<file path="src/rtl/wb_ram_arbiter.sv">
// Two-master Wishbone classic front end for a single-port-pair synchronous RAM.
// Round-robin arbitration; one transaction in flight, latched at grant and run to completion.
module wb_ram_arbiter #(
    parameter int depth = 256,
    localparam int AW = $clog2(depth)
) (
    input  logic          wb_clk_i,
    input  logic          wb_rst_i,
    input  logic [31:0]   m0_adr_i,
    input  logic [31:0]   m0_dat_i,
    input  logic [3:0]    m0_sel_i,
    input  logic          m0_we_i,
    input  logic          m0_cyc_i,
    input  logic          m0_stb_i,
    output logic [31:0]   m0_dat_o,
    output logic          m0_ack_o,
    input  logic [31:0]   m1_adr_i,
    input  logic [31:0]   m1_dat_i,
    input  logic [3:0]    m1_sel_i,
    input  logic          m1_we_i,
    input  logic          m1_cyc_i,
    input  logic          m1_stb_i,
    output logic [31:0]   m1_dat_o,
    output logic          m1_ack_o,
    output logic [3:0]    ram_we,
    output logic [31:0]   ram_din,
    output logic [AW-1:0] ram_waddr,
    output logic [AW-1:0] ram_raddr,
    input  logic [31:0]   ram_dout
);

    typedef enum logic [1:0] {IDLE, ACCESS, RDWAIT, ACK} state_t;

    state_t        state, state_nxt;
    logic          req0, req1, win;
    logic          ptr, gnt;
    logic [AW-1:0] adr_q;
    logic [31:0]   dat_q;
    logic [3:0]    sel_q;
    logic          we_q;
    logic [31:0]   rdata;

    assign req0 = m0_cyc_i & m0_stb_i;
    assign req1 = m1_cyc_i & m1_stb_i;
    // On contention the pointer decides; otherwise whoever asks wins.
    assign win  = (req0 & req1) ? ptr : req1;

    always_ff @(posedge wb_clk_i) begin
        if (wb_rst_i)
            state <= IDLE;
        else
            state <= state_nxt;
    end

    always_ff @(posedge wb_clk_i) begin
        if (wb_rst_i) begin
            ptr   <= 1'b0;
            gnt   <= 1'b0;
            adr_q <= '0;
            dat_q <= '0;
            sel_q <= '0;
            we_q  <= 1'b0;
        end else if (state == IDLE && (req0 | req1)) begin
            gnt   <= win;
            ptr   <= ~win;
            adr_q <= win ? m1_adr_i[AW+1:2] : m0_adr_i[AW+1:2];
            dat_q <= win ? m1_dat_i : m0_dat_i;
            sel_q <= win ? m1_sel_i : m0_sel_i;
            we_q  <= win ? m1_we_i  : m0_we_i;
        end
    end

    // RAM output is registered, so it is valid during RDWAIT and captured here.
    always_ff @(posedge wb_clk_i) begin
        if (wb_rst_i)
            rdata <= '0;
        else if (state == RDWAIT)
            rdata <= ram_dout;
    end

    always_comb begin
        state_nxt = state;
        case (state)
            IDLE:    if (req0 | req1) state_nxt = ACCESS;
            ACCESS:  state_nxt = we_q ? ACK : RDWAIT;
            RDWAIT:  state_nxt = ACK;
            ACK:     state_nxt = IDLE;
            default: state_nxt = IDLE;
        endcase
    end

    always_comb begin
        ram_we   = (state == ACCESS && we_q) ? sel_q : 4'b0000;
        m0_ack_o = (state == ACK) && !gnt && req0;
        m1_ack_o = (state == ACK) &&  gnt && req1;
    end

    assign ram_waddr = adr_q;
    assign ram_raddr = adr_q;
    assign ram_din   = dat_q;
    assign m0_dat_o  = rdata;
    assign m1_dat_o  = rdata;

    logic unused;
    assign unused = ^{m0_adr_i[31:AW+2], m0_adr_i[1:0], m1_adr_i[31:AW+2], m1_adr_i[1:0]};

endmodule
</file>
<file path="config.mk">
export PLATFORM = sky130hd
export DESIGN_NAME = wb_ram_arbiter
export DESIGN_NICKNAME = d
export VERILOG_FILES = /design/src/rtl/wb_ram_arbiter.sv
export SDC_FILE = /design/constraint.sdc
export NUM_CORES = 1
export LEC_CHECK = 0
export BUFFER_PORTS_ARGS = -buffer_cell sky130_fd_sc_hd__buf_2
export CORE_AREA = 2 2 114 116
export CTS_CLUSTER_DIAMETER = 40
export DETAILED_ROUTE_END_ITERATION = 12
export DIE_AREA = 0 0 116 118
export PLACE_DENSITY = 0.66
export SKIP_LAST_GASP = 1
export SYNTH_ARGS = -nofsm -noshare
export SYNTH_HDL_FRONTEND = slang
export SYNTH_SLANG_ARGS = --single-unit
</file>
<file path="constraint.sdc">
create_clock -name wb_clk_i -period 1.7 [get_ports wb_clk_i]
set_input_delay 0.34 -clock wb_clk_i [delete_from_list [all_inputs] [get_ports wb_clk_i]]
set_output_delay 0.34 -clock wb_clk_i [all_outputs]
set_load 0.02 [all_outputs]
</file>
## After elaboration in Yosys (flattened, before gate mapping)

Index checks and enable logic that the tools add are counted.

| word-level totals | value |
|---|---|
| output and inout bits | 118 |
| bits in registers | 81 |

| operators by class | value |
|---|---|
| bitwise operators | 5 |
| multiplexer cells | 9 |
| equal/unequal tests | 4 |
| reduce and logical (&&, ||, !) cells | 8 |

Operators by type and width:

| operator | count |
|---|---|
| 32-bit 2-to-1 mux | 1 |
| 4-bit 2-to-1 mux | 2 |
| 8-bit 2-to-1 mux | 1 |
| 2-bit one-hot mux with 4 select lines | 1 |
| 1-bit logical AND | 6 |
| 2-bit == test (second input constant) | 2 |
| 1-bit AND | 3 |
| 1-bit 2-to-1 mux | 3 |
| 2-bit by 1-bit == test with 1-bit output (second input constant) | 1 |
| 2-bit logical NOT | 1 |
| 2-bit 2-to-1 mux | 1 |
| 2-bit by 1-bit != test with 1-bit output (second input constant) | 1 |
| 1-bit logical NOT | 1 |
| 1-bit inverter | 1 |
| 1-bit OR | 1 |

## Longest topological paths before layout

Gate-level depths: netlist (run 1).

| depth | value |
|---|---|
| word-level depth | 4 |
| gate-level depth with buffers | 6 |
| gate-level depth less buffers | 5 |

## Worst setup path after synthesis (run 1)

OpenSTA, ideal clock, no wires.

| timing | value |
|---|---|
| path kind | register to register |
| from | reg state[0] |
| to | reg rdata[10], in the netlist m0_dat_o[10] |
| data arrival time | 1282 ps |
| cell stages (with the launch flop) | 7 |
| buffers on the path | 2 |
| setup slack | 291 ps |
| clock period less this slack | 1409 ps |
| setup time | 128 ps |
| path through | dfxtp_1 -> inv_1 -> ha_1 -> clkbuf_1 -> buf_2 -> mux2i_1 -> nor2_1 |

| on the way | value |
|---|---|
| longest elaborated chain between the ends | 1 |

RTL lines:

| element | line | RTL |
|---|---|---|
| from (decl) | 34 | `state_t state, state_nxt;` |
| from (signal assigned) | 52 | `state <= state_nxt;` |
| 2-bit == test | 77 | `else if (state == RDWAIT)` |
| to (signal assigned) | 78 | `rdata <= ram_dout;` |
| to (decl) | 41 | `logic [31:0] rdata;` |

No other way between the ends.
A chain may end at the register's enable or synchronous reset.

## Worst setup path in the final report (run 1)

| timing | value |
|---|---|
| from | reg state[1] |
| to | out ram_we[0] |

| on the way | value |
|---|---|
| longest elaborated chain between the ends | 3 |

RTL lines:

| element | line | RTL |
|---|---|---|
| 2-bit by 1-bit == test with 1-bit output | 93 | `ram_we = (state == ACCESS && we_q) ? sel_q : 4'b0000;` |
| 1-bit logical AND | 93 |  |
| 4-bit 2-to-1 mux | 93 |  |
| to (decl) | 25 | `output logic [3:0] ram_we,` |

No other way between the ends.

==> metrics, run 1 <==
Critical Path Start Type flip-flop; Worst Path Arrival 1.31 ns; Fill cells 1261; Slowest cell on crit path dfxtp_2; hold_ws 0.244 ns; setup violators final 0; synth unique cells 29; routed vias/inst 5.07; pin count of the biggest net entering global routing 81; clk sinks 81; Routed WL per cell 15.2 um; Crit Path Class reg -> out; GPL Wtd Cong 0.814; clock latency on the worst-skew pair 0.34 ns; Sum Neg Setup Slack 0 ns; Residual DRC 0; initial DRC count 170; measured slew at the worst slew-check pin 0.404 ns; per-instance average area after synthesis 8.97 um^2; crit-path leading delay family flip-flops; final total power 8.55 mW; DIE HEIGHT 118 um; CP max stage delay 0.36 ns; ANT cells 0; core area 12400 um^2; layout cells sized above 1 46.6%; Synth Register Bits 81; grt ovf 0; Placed Instances 787; Detail Route Antenna Nets 0; Root Driver clkbuf_16; io pins 294; Syn Std Cell Area 3970 um^2; fmax 606 MHz; CP Buf/Inv Count 2; minimum clock period 1.65 ns; Max-slew headroom 73.1%; status finished, final reports clean; pre-CTS WS 0.218 ns; Worst EP required 1.36 ns; synth warn 0; initial antenna violation count 0; Area Overhead vs Synth 36.4%; RSZ-0062 raised after global routing no; setup bufs post-CTS 0; DR vias 4068; critical path fanouts, max 5; maximum buffer depth of the clock tree 2; final WL 12200 um; Total GRT Usage 17.3%; PnR worst setup slack 0.0502 ns; Net Count, Synth 624; MaxCap Viol Count 0; final hold vios 0; Slew Limit Fails 0; nets@finish 807; Cell Pwr Density 1580 nW/um^2; CTS tree built; register area 1620 um^2; Clk pin slew, worst setup/hold paths 0.06 ns; Syn Inst Count 443; fin cells 803; TritonCTS buffer count 9; crit share post-route 97.0%; placement row count 41; Initial Util 32.0%; min-delay worst type in -> reg; vias in the first global route 3995; Static Leak 2.49 nW; area of the multi-input gates 1820 um^2; # port buffers 245; Pre-Repair DR Iteration Count 5; sequential element share of the synthesized area 40.8%; H-tree Lvls 3; first-pass GRT wire length 19100 um; Peak VDD IR 0.867 mV; die width 116 um; Critical Path, Cell by Cell inv_2 > ha_4 > and3_1 > buf_4; DP HPWL 8460 um; Worst setup EP type primary output; Die ar. 13700 um^2; Clock Skews 0.00830 ns
==> cells in the mapped netlist <==
master,number,area (um^2)
a211oi_1,1,7.51
a21bo_2,1,10.0
a21oi_1,47,235
a21oi_4,1,16.3
a22o_1,1,8.76
a311oi_1,36,315
a311oi_2,9,135
and2_1,1,6.26
and3_1,5,31.3
and3b_1,1,8.76
buf_2,16,80.1
buf_4,51,383
buf_6,1,11.3
clkbuf_1,18,67.6
dfxtp_1,81,1620
ha_1,5,62.6
inv_1,4,15.0
mux2i_1,32,320
nand2_1,1,3.75
nand2_2,1,6.26
nand3_1,46,230
nand3b_1,1,7.51
nor2_1,32,120
nor3b_1,1,7.51
o211a_1,1,10.0
o21ai_0,46,230
o21ai_1,1,5.00
o311a_1,1,10.0
or3_1,1,6.26
==> final cells by class <==
type                    count  area share, %
well taps                 172           3.97
clock inverters             6           1.25
inverters                   4          0.277
clock buffers              10           4.41
flip-flops and latches     81           30.0
multi-input cells         272           33.6
repair buffers            258           26.6
==> path summary, 6_finish.rpt <==
path,from,endpoint,slack [ns],cells after the start
worst min register to register,m0_dat_o[30],m0_dat_o[30],0.50,2
worst max register to register,state[0],ram_raddr[1],0.16,6
worst max-delay path,state[1],ram_we[0],0.05,4
worst min-delay path,ram_dout[0],m0_dat_o[0],0.24,3
==> repair_timing <==
item,4_1_cts,5_1_grt
hold buffers,0,0
resized for setup,6,1
setup endpoints to repair,5,3
==> flip-flops by register name (all words and copies together) (netlist names) <==
signal and cells:
m0_dat_o 32, ram_din 32, ram_raddr 8, sel_q 4, state 2, gnt 1, ptr 1, we_q 1
==> report_power, final <==
| part | internal (mW) | switching, mW |
|---|---|---|
| Clock | 1.18 | 0.779 |
| Sequential | 2.43 | 0.340 |
| Combinational | 1.44 | 2.38 |
==> tightest hold or removal path: stages <==
cell     delay, ns
buf_2         0.07
mux2i_1       0.05
nor2_1        0.07
==> cell usage in the layout, fill, tap and decap left out, types with 5 or more instances in the layout <==
| master | synthesis | routed |
|---|---|---|
| a21oi_1 | 47 | 47 |
| a311oi_1 | 36 | 36 |
| a311oi_2 | 9 | 9 |
| and3_1 | 5 | 5 |
| buf_12 | 0 | 9 |
| buf_2 | 16 | 244 |
| buf_4 | 51 | 5 |
| clkbuf_16 | 0 | 9 |
| dfxtp_1 | 81 | 79 |
| mux2i_1 | 32 | 32 |
| nand3_1 | 46 | 46 |
| nor2_1 | 32 | 32 |
| o21ai_0 | 46 | 46 |
==> logic make-up after synthesis <==
kind of cell,share of synthesized area [%]
AO/OA/AOI/OAI,24.8
flip-flops,40.8
multiplexers,8.06
AND/OR/NAND/NOR,10.8
adder cells (fa/ha/maj),1.57
buffers and inverters,14.0
==> through the flow <==
step | utilization (%) | instance area (um^2)
3_3_place_gp | 41.0 | 5090
2_1_floorplan | - | 3970
3_5_place_dp | 41.0 | 5090
4_1_cts | 43.6 | 5420
6_report | 43.6 | 5420
5_1_grt | 43.6 | 5420
==> routing by layer <==
| layer | vias to the layer above | global-route usage (%) | part of all wire, % |
|---|---|---|---|
| met5 | - | 0 | 0 |
| met2 | 203 | 29.5 | 49 |
| met3 | 20 | 4.99 | 8.8 |
| met1 | 1896 | 19.9 | 40 |
| li1 | 1949 | - | - |
| met4 | 0 | 7.51 | 2.1 |
No activity file was read; power rests on OpenSTA's default activity.
==> run 2: changes to the inputs <==
Settings changed: ABC_AREA set to 1, CORE_AREA 2 2 114 116 to 2 2 113 115, DIE_AREA 0 0 116 118 to 0 0 115 117, PLACE_DENSITY 0.66 to 0.69.
==> run 2 against run 1 <==
- count of clock-buffer cells in the layout unchanged
- worst hold slack worse by 0.018 ns
- clock power up 8%
- via count up 3.4%
- register-to-register slack better by 0.02 ns
- total power up 5.5%
- core utilization up 2.0 points
- setup slack better by 0.031 ns
- largest cell class unchanged
- non-clock buffer count up 1
- sequential share of layout area down 1.1 points
==> metrics, run 2 <==
status finished, final reports clean; sequential element share of the synthesized area 38.4% (-2.5 points); critical path fanouts, max 5 (unchanged); Cell Pwr Density 1610 nW/um^2 (+1.8%); Net Count, Synth 790 (+27%); design area 5620 um^2 (+3.7%); maximum buffer depth of the clock tree 2 (unchanged); Routed WL per cell 12.0 um (-21%); Die ar. 13500 um^2 (-1.7%); clock share of power 23.3% (+0.4 points); minimum clock period 1.62 ns (-0.0306 ns); PnR worst setup slack 0.0808 ns (+0.0306 ns); Worst R2R Path Depth 7 (+1); Root Driver clkbuf_16; Yosys top cell by area dfxtp_1; TritonCTS buffer count 9 (unchanged); placement row count 41 (unchanged); Residual DRC 0 (unchanged); CP max stage delay 0.33 ns (-0.03 ns); layout cells sized above 1 38.9% (-7.7 points); Initial Util 34.3% (+2.3 points); Post-synth ARST share 0% (unchanged); H-tree Lvls 3 (unchanged); Clock Skews 0.00498 ns (-0.00332 ns); ANT cells 0 (unchanged); CTS Hold Bufs 0 (unchanged); Detail Route Antenna Nets 0 (unchanged); Slowest cell on crit path dfxtp_2; Main synth FF type dfxtp_1; commonest non-fill, non-tap cells in the layout buf_2 (239), inv_1 (96), nand2_1 (96); hold_ws 0.226 ns (-0.0176 ns); EDFF count, synth 0 (unchanged); GPL Wtd Cong 0.725 (-11%); Slew Limit Fails 0 (unchanged); pre-CTS WS 0.164 ns (-0.0541 ns); core area 12300 um^2 (-0.83%); Area Overhead vs Synth 32.9%; io pins 294 (unchanged); Pre-Repair DR Iteration Count 4 (-1); pin count of the biggest net entering global routing 47 (-42%); crit share post-route 95.2% (-1.8 points); grt ovf 0 (unchanged); post-synth top area share 38.4% (-2.5 points); area of the multi-input gates 1730 um^2 (-5.0%); fmax 618 MHz (+1.9%); final WL 11500 um (-5.7%); min-delay worst type in -> reg; most frequent cells after synthesis nand2_1 (97), inv_1 (96), nand3_1 (94); setup violators final 0 (unchanged); nets@finish 983 (+22%); Area contributors post-synth dfxtp_1 (38%), nand3_1 (11%), buf_4 (8.7%); first-pass GRT wire length 17300 um (-9.1%); measured slew at the worst slew-check pin 0.669 ns (+0.264 ns); Peak VDD IR 0.804 mV (-7.3%); Synth Register Bits 81 (unchanged); per-instance average area after synthesis 6.94 um^2 (-23%); final hold vios 0 (unchanged); clk sinks 81 (unchanged); Worst setup EP type primary output; register area 1620 um^2 (about the same); NetSw 3.79 mW (+8.4%); commonest non-fill, non-tap cell in the layout buf_2; final total power 9.02 mW (+5.5%); RSZ-0062 raised after global routing yes; Critical Path Start Type flip-flop; Static Leak 3.20 nW (+29%); Syn Std Cell Area 4230 um^2 (+6.4%); DP HPWL 8540 um (+0.95%); Crit Path Class reg -> out; Syn Inst Count 609 (+37%); vias in the first global route 3542 (-11%); Clk pin slew, worst setup/hold paths 0.06 ns (about the same); initial antenna violation count 0 (unchanged); Total GRT Usage 16.4% (-0.90 points); Worst EP required 1.36 ns (about the same); Sum Neg Setup Slack 0 ns (unchanged); MaxCap Viol Count 0 (unchanged); Min-Delay Path Depth 3 (unchanged); Net Sw Frac 42.0% (+1.1 points); synth unique cells 17 (-41%); Max-slew headroom 55.4% (-18 points); combinational power share 44.6% (about the same); DR vias 4206 (+3.4%); Critical Path, Cell by Cell inv_1 > ha_2 > nand2_4 > nor2_1 > buf_4; CTS tree built; die width 115 um (-0.86%); Placed Instances 941 (+20%); Fill cells 1283 (+1.7%); Worst Path Arrival 1.28 ns (-0.03 ns); internal power 5.23 mW (+3.6%); Post-Place Cell Area 5260 um^2 (+3.3%); clock latency on the worst-skew pair 0.33 ns (about the same); synth warn 0 (unchanged); routed vias/inst 4.39 (-13%); Layout Utilization 45.6% (+2.0 points); Reg power frac 32.1% (-0.3 points); DIE HEIGHT 117 um (-0.85%); # port buffers 245 (unchanged); fin cells 957 (+19%); most frequent cell after synthesis nand2_1; initial DRC count 180 (+5.9%)
-- run 2: metal layers --
metal	GRT usage (%)	vias to the layer above	share of wire (%)
met5	0	-	0
met4	6.91	0	1.6
met3	4.12	13	8.4
met2	29.0	169	47
met1	18.9	1798	43
li1	-	2226	-
-- run 2: path summary, 6_finish.rpt --
kind / end / startpoint / slack (ns)
setup reg to reg: ram_din[22] / state[0] / 0.18
setup / recovery: ram_we[0] / state[1] / 0.08
hold / removal: m0_dat_o[8] / ram_dout[8] / 0.23
hold reg to reg: ptr / ptr / 0.47
-- run 2: what timing repair did --
action,4_1_cts,5_1_grt
pin swaps,1,0
gates resized for setup,2,10
setup buffers,0,0
endpoints found under the hold margin,0,0
endpoints found under the setup margin,4,6
-- run 2: cells by family (layout without fill, tap and decap cells) --
| family | count (synthesis) | in the layout | share of synthesized area (%) |
|---|---|---|---|
| fa+ha+maj | 5 | 5 | 1.48 |
| buf+inv | 175 | 373 | 21.3 |
| compound gates | 81 | 81 | 12.1 |
| simple gates | 267 | 267 | 26.8 |
| flops | 81 | 81 | 38.4 |
-- run 2: critical path: cells and delay by family, from the launching register on --
family                     cells  cell delay, ns
adders and majority gates      1            0.20
and+or+nand+nor                2            0.18
DFF                            1            0.33
buffers and inverters          2            0.24
-- run 2: layout make-up --
cell class	instances	share of cell area [%]
inverter	98	6.55
clock buffer	10	4.25
sequential	81	28.9
multi-input combinational	353	30.7
tap	150	3.34
timing repair buffer	259	24.6
clock inverter	6	1.60
-- run 2: power groups by stage --
stage	sequential, mW	combinational [mW]	clock (mW)
6_report	2.89	4.02	2.11
5_1_grt	2.98	4.43	2.26
4_1_cts	2.90	4.06	2.19
3_5_place_dp	2.92	4.05	0
3_3_place_gp	2.91	4.01	0
2_1_floorplan	3.58	2.45	0
==> run 3: changes to the inputs <==
Settings changed: PLACE_DENSITY 0.69 to 0.66.
==> run 3 against run 2 <==
- clock skew shrank 0.00074 ns
- cell area shrank 0.67%
- clock power shrank 9%
- maximum frequency shrank 0.85%
==> metrics, run 3 (synthesis gave the netlist of run 2 again) <==
status finished, final reports clean; MaxCap Viol Count 0 (unchanged); Static Leak 3.19 nW (-0.29%); ANT cells 0 (unchanged); Area Overhead vs Synth 32.0%; GPL Wtd Cong 0.797 (+9.9%); final total power 8.83 mW (-2.1%); Critical Path, Cell by Cell inv_2 > ha_2 > nand2_4 > nor2_1 > buf_2; die width 115 um (unchanged); Pre-Repair DR Iteration Count 4 (unchanged); CTS Hold Bufs 0 (unchanged); DP HPWL 8590 um (+0.64%); DIE HEIGHT 117 um (unchanged); Worst Path Arrival 1.29 ns (about the same); H-tree Lvls 3 (unchanged); NetSw 3.78 mW (-0.31%); CTS tree built; final WL 11600 um (+0.52%); Fill cells 1298 (+1.2%); CP max stage delay 0.34 ns (about the same); pin count of the biggest net entering global routing 36 (-23%); initial antenna violation count 0 (unchanged); measured slew at the worst slew-check pin 0.472 ns (-0.197 ns); commonest non-fill, non-tap cell in the layout buf_2; Crit Path Class reg -> out; grt ovf 0 (unchanged); clk sinks 81 (unchanged); setup violators final 0 (unchanged); fin cells 961 (+0.42%); min-delay worst type in -> reg; placement row count 41 (unchanged); nets@finish 987 (+0.41%); Reg power frac 32.9% (+0.8 points); Peak VDD IR 0.738 mV (-8.3%); Root Driver clkbuf_16; final hold vios 0 (unchanged); combinational power share 45.3% (+0.7 points); Net Sw Frac 42.8% (+0.76 points); Residual DRC 0 (unchanged); Slowest cell on crit path dfxtp_1; Clk pin slew, worst setup/hold paths 0.06 ns (about the same); Sum Neg Setup Slack 0 ns (unchanged); Worst EP required 1.36 ns (about the same); internal power 5.06 mW (-3.4%); minimum clock period 1.63 ns (+0.0138 ns); Total GRT Usage 16.7% (+0.30 points); Routed WL per cell 12.0 um (+0.10%); io pins 294 (unchanged); fmax 612 MHz (-0.85%); Detail Route Antenna Nets 0 (unchanged); TritonCTS buffer count 9 (unchanged); crit share post-route 96.1% (+0.81 points); Initial Util 34.3% (unchanged); clock share of power 21.8% (-1.5 points); # port buffers 245 (unchanged); Slew Limit Fails 0 (unchanged); maximum buffer depth of the clock tree 2 (unchanged); Worst setup EP type primary output; Clock Skews 0.00424 ns (-0.000737 ns); commonest non-fill, non-tap cells in the layout buf_2 (242), nand2_1 (96), inv_1 (95); vias in the first global route 3738 (+5.5%); core area 12300 um^2 (unchanged); layout cells sized above 1 39.1% (+0.18 points); Max-slew headroom 68.5% (+13 points); Die ar. 13500 um^2 (unchanged); first-pass GRT wire length 17700 um (+2.3%); initial DRC count 141 (-22%); routed vias/inst 4.42 (+0.55%); Placed Instances 945 (+0.43%); critical path fanouts, max 5 (unchanged); clock latency on the worst-skew pair 0.33 ns (about the same); DR vias 4247 (+0.97%); Critical Path Start Type flip-flop; Cell Pwr Density 1580 nW/um^2 (-1.4%)
-- run 3: area by class of cell --
class                           instances  area (um^2)  share of cell area, %
Timing Repair Buffer                  263         1380                   24.8
Tap cell                              150          188                   3.36
Clock inverter                          5         55.1                  0.987
Inverter                               98          368                   6.59
Multi-Input combinational cell        353         1720                   30.9
Sequential cell                        81         1620                   29.1
Clock buffer                           11          243                   4.35
-- run 3: final timing paths --
kind / startpoint / slack (ns) / cells past startpoint / endpoint
worst max register to register: state[0] / 0.23 / 8 / ram_din[16]
worst max-delay path: state[1] / 0.07 / 5 / ram_we[2]
worst min-delay path: ram_dout[1] / 0.23 / 3 / m0_dat_o[1]
worst min register to register: ptr / 0.47 / 2 / ptr
-- run 3: metrics by stage --
stage	setup WS (ns)	hold WS (ns)	instance area, um^2	util (%)
after global placement	0.241	0.458	5260	42.7
final	0.0669	0.233	5580	45.3
after global routing	-0.0119	0.226	5580	45.3
after detailed placement	0.218	0.462	5260	42.7
after floorplan	0.315	0.426	4230	-
after CTS	0.000880	0.220	5560	45.2
-- run 3: what timing repair did --
action / 4_1_cts / 5_1_grt
endpoints found under the setup margin: 4 / 4
gates resized for setup: 2 / 7
buffers inserted: 0 / 0
-- run 3: per-layer routing --
layer	wire [um]	GRT usage [%]	vias to the layer above
li1	-	-	2231
met1	5060	20.2	1837
met2	5500	29.6	174
met3	921	4.33	5
met4	85	4.18	0
met5	0	0	-
-- run 3: power groups by stage --
stage	Sequential, mW	Combinational (mW)	Clock (mW)
6_report	2.90	4.00	1.93
5_1_grt	2.99	4.41	2.09
4_1_cts	2.91	4.04	2.00
3_5_place_dp	2.93	4.03	0
3_3_place_gp	2.92	4.00	0
2_1_floorplan	3.58	2.45	0
-- run 3: worst max-delay path, delay by kind of cell, from the launching register on --
kind	cells	cell delay (ns)
flip-flops	1	0.34
AND/OR/NAND/NOR	2	0.18
buffers and inverters	2	0.26
adder cells (fa/ha/maj)	1	0.19
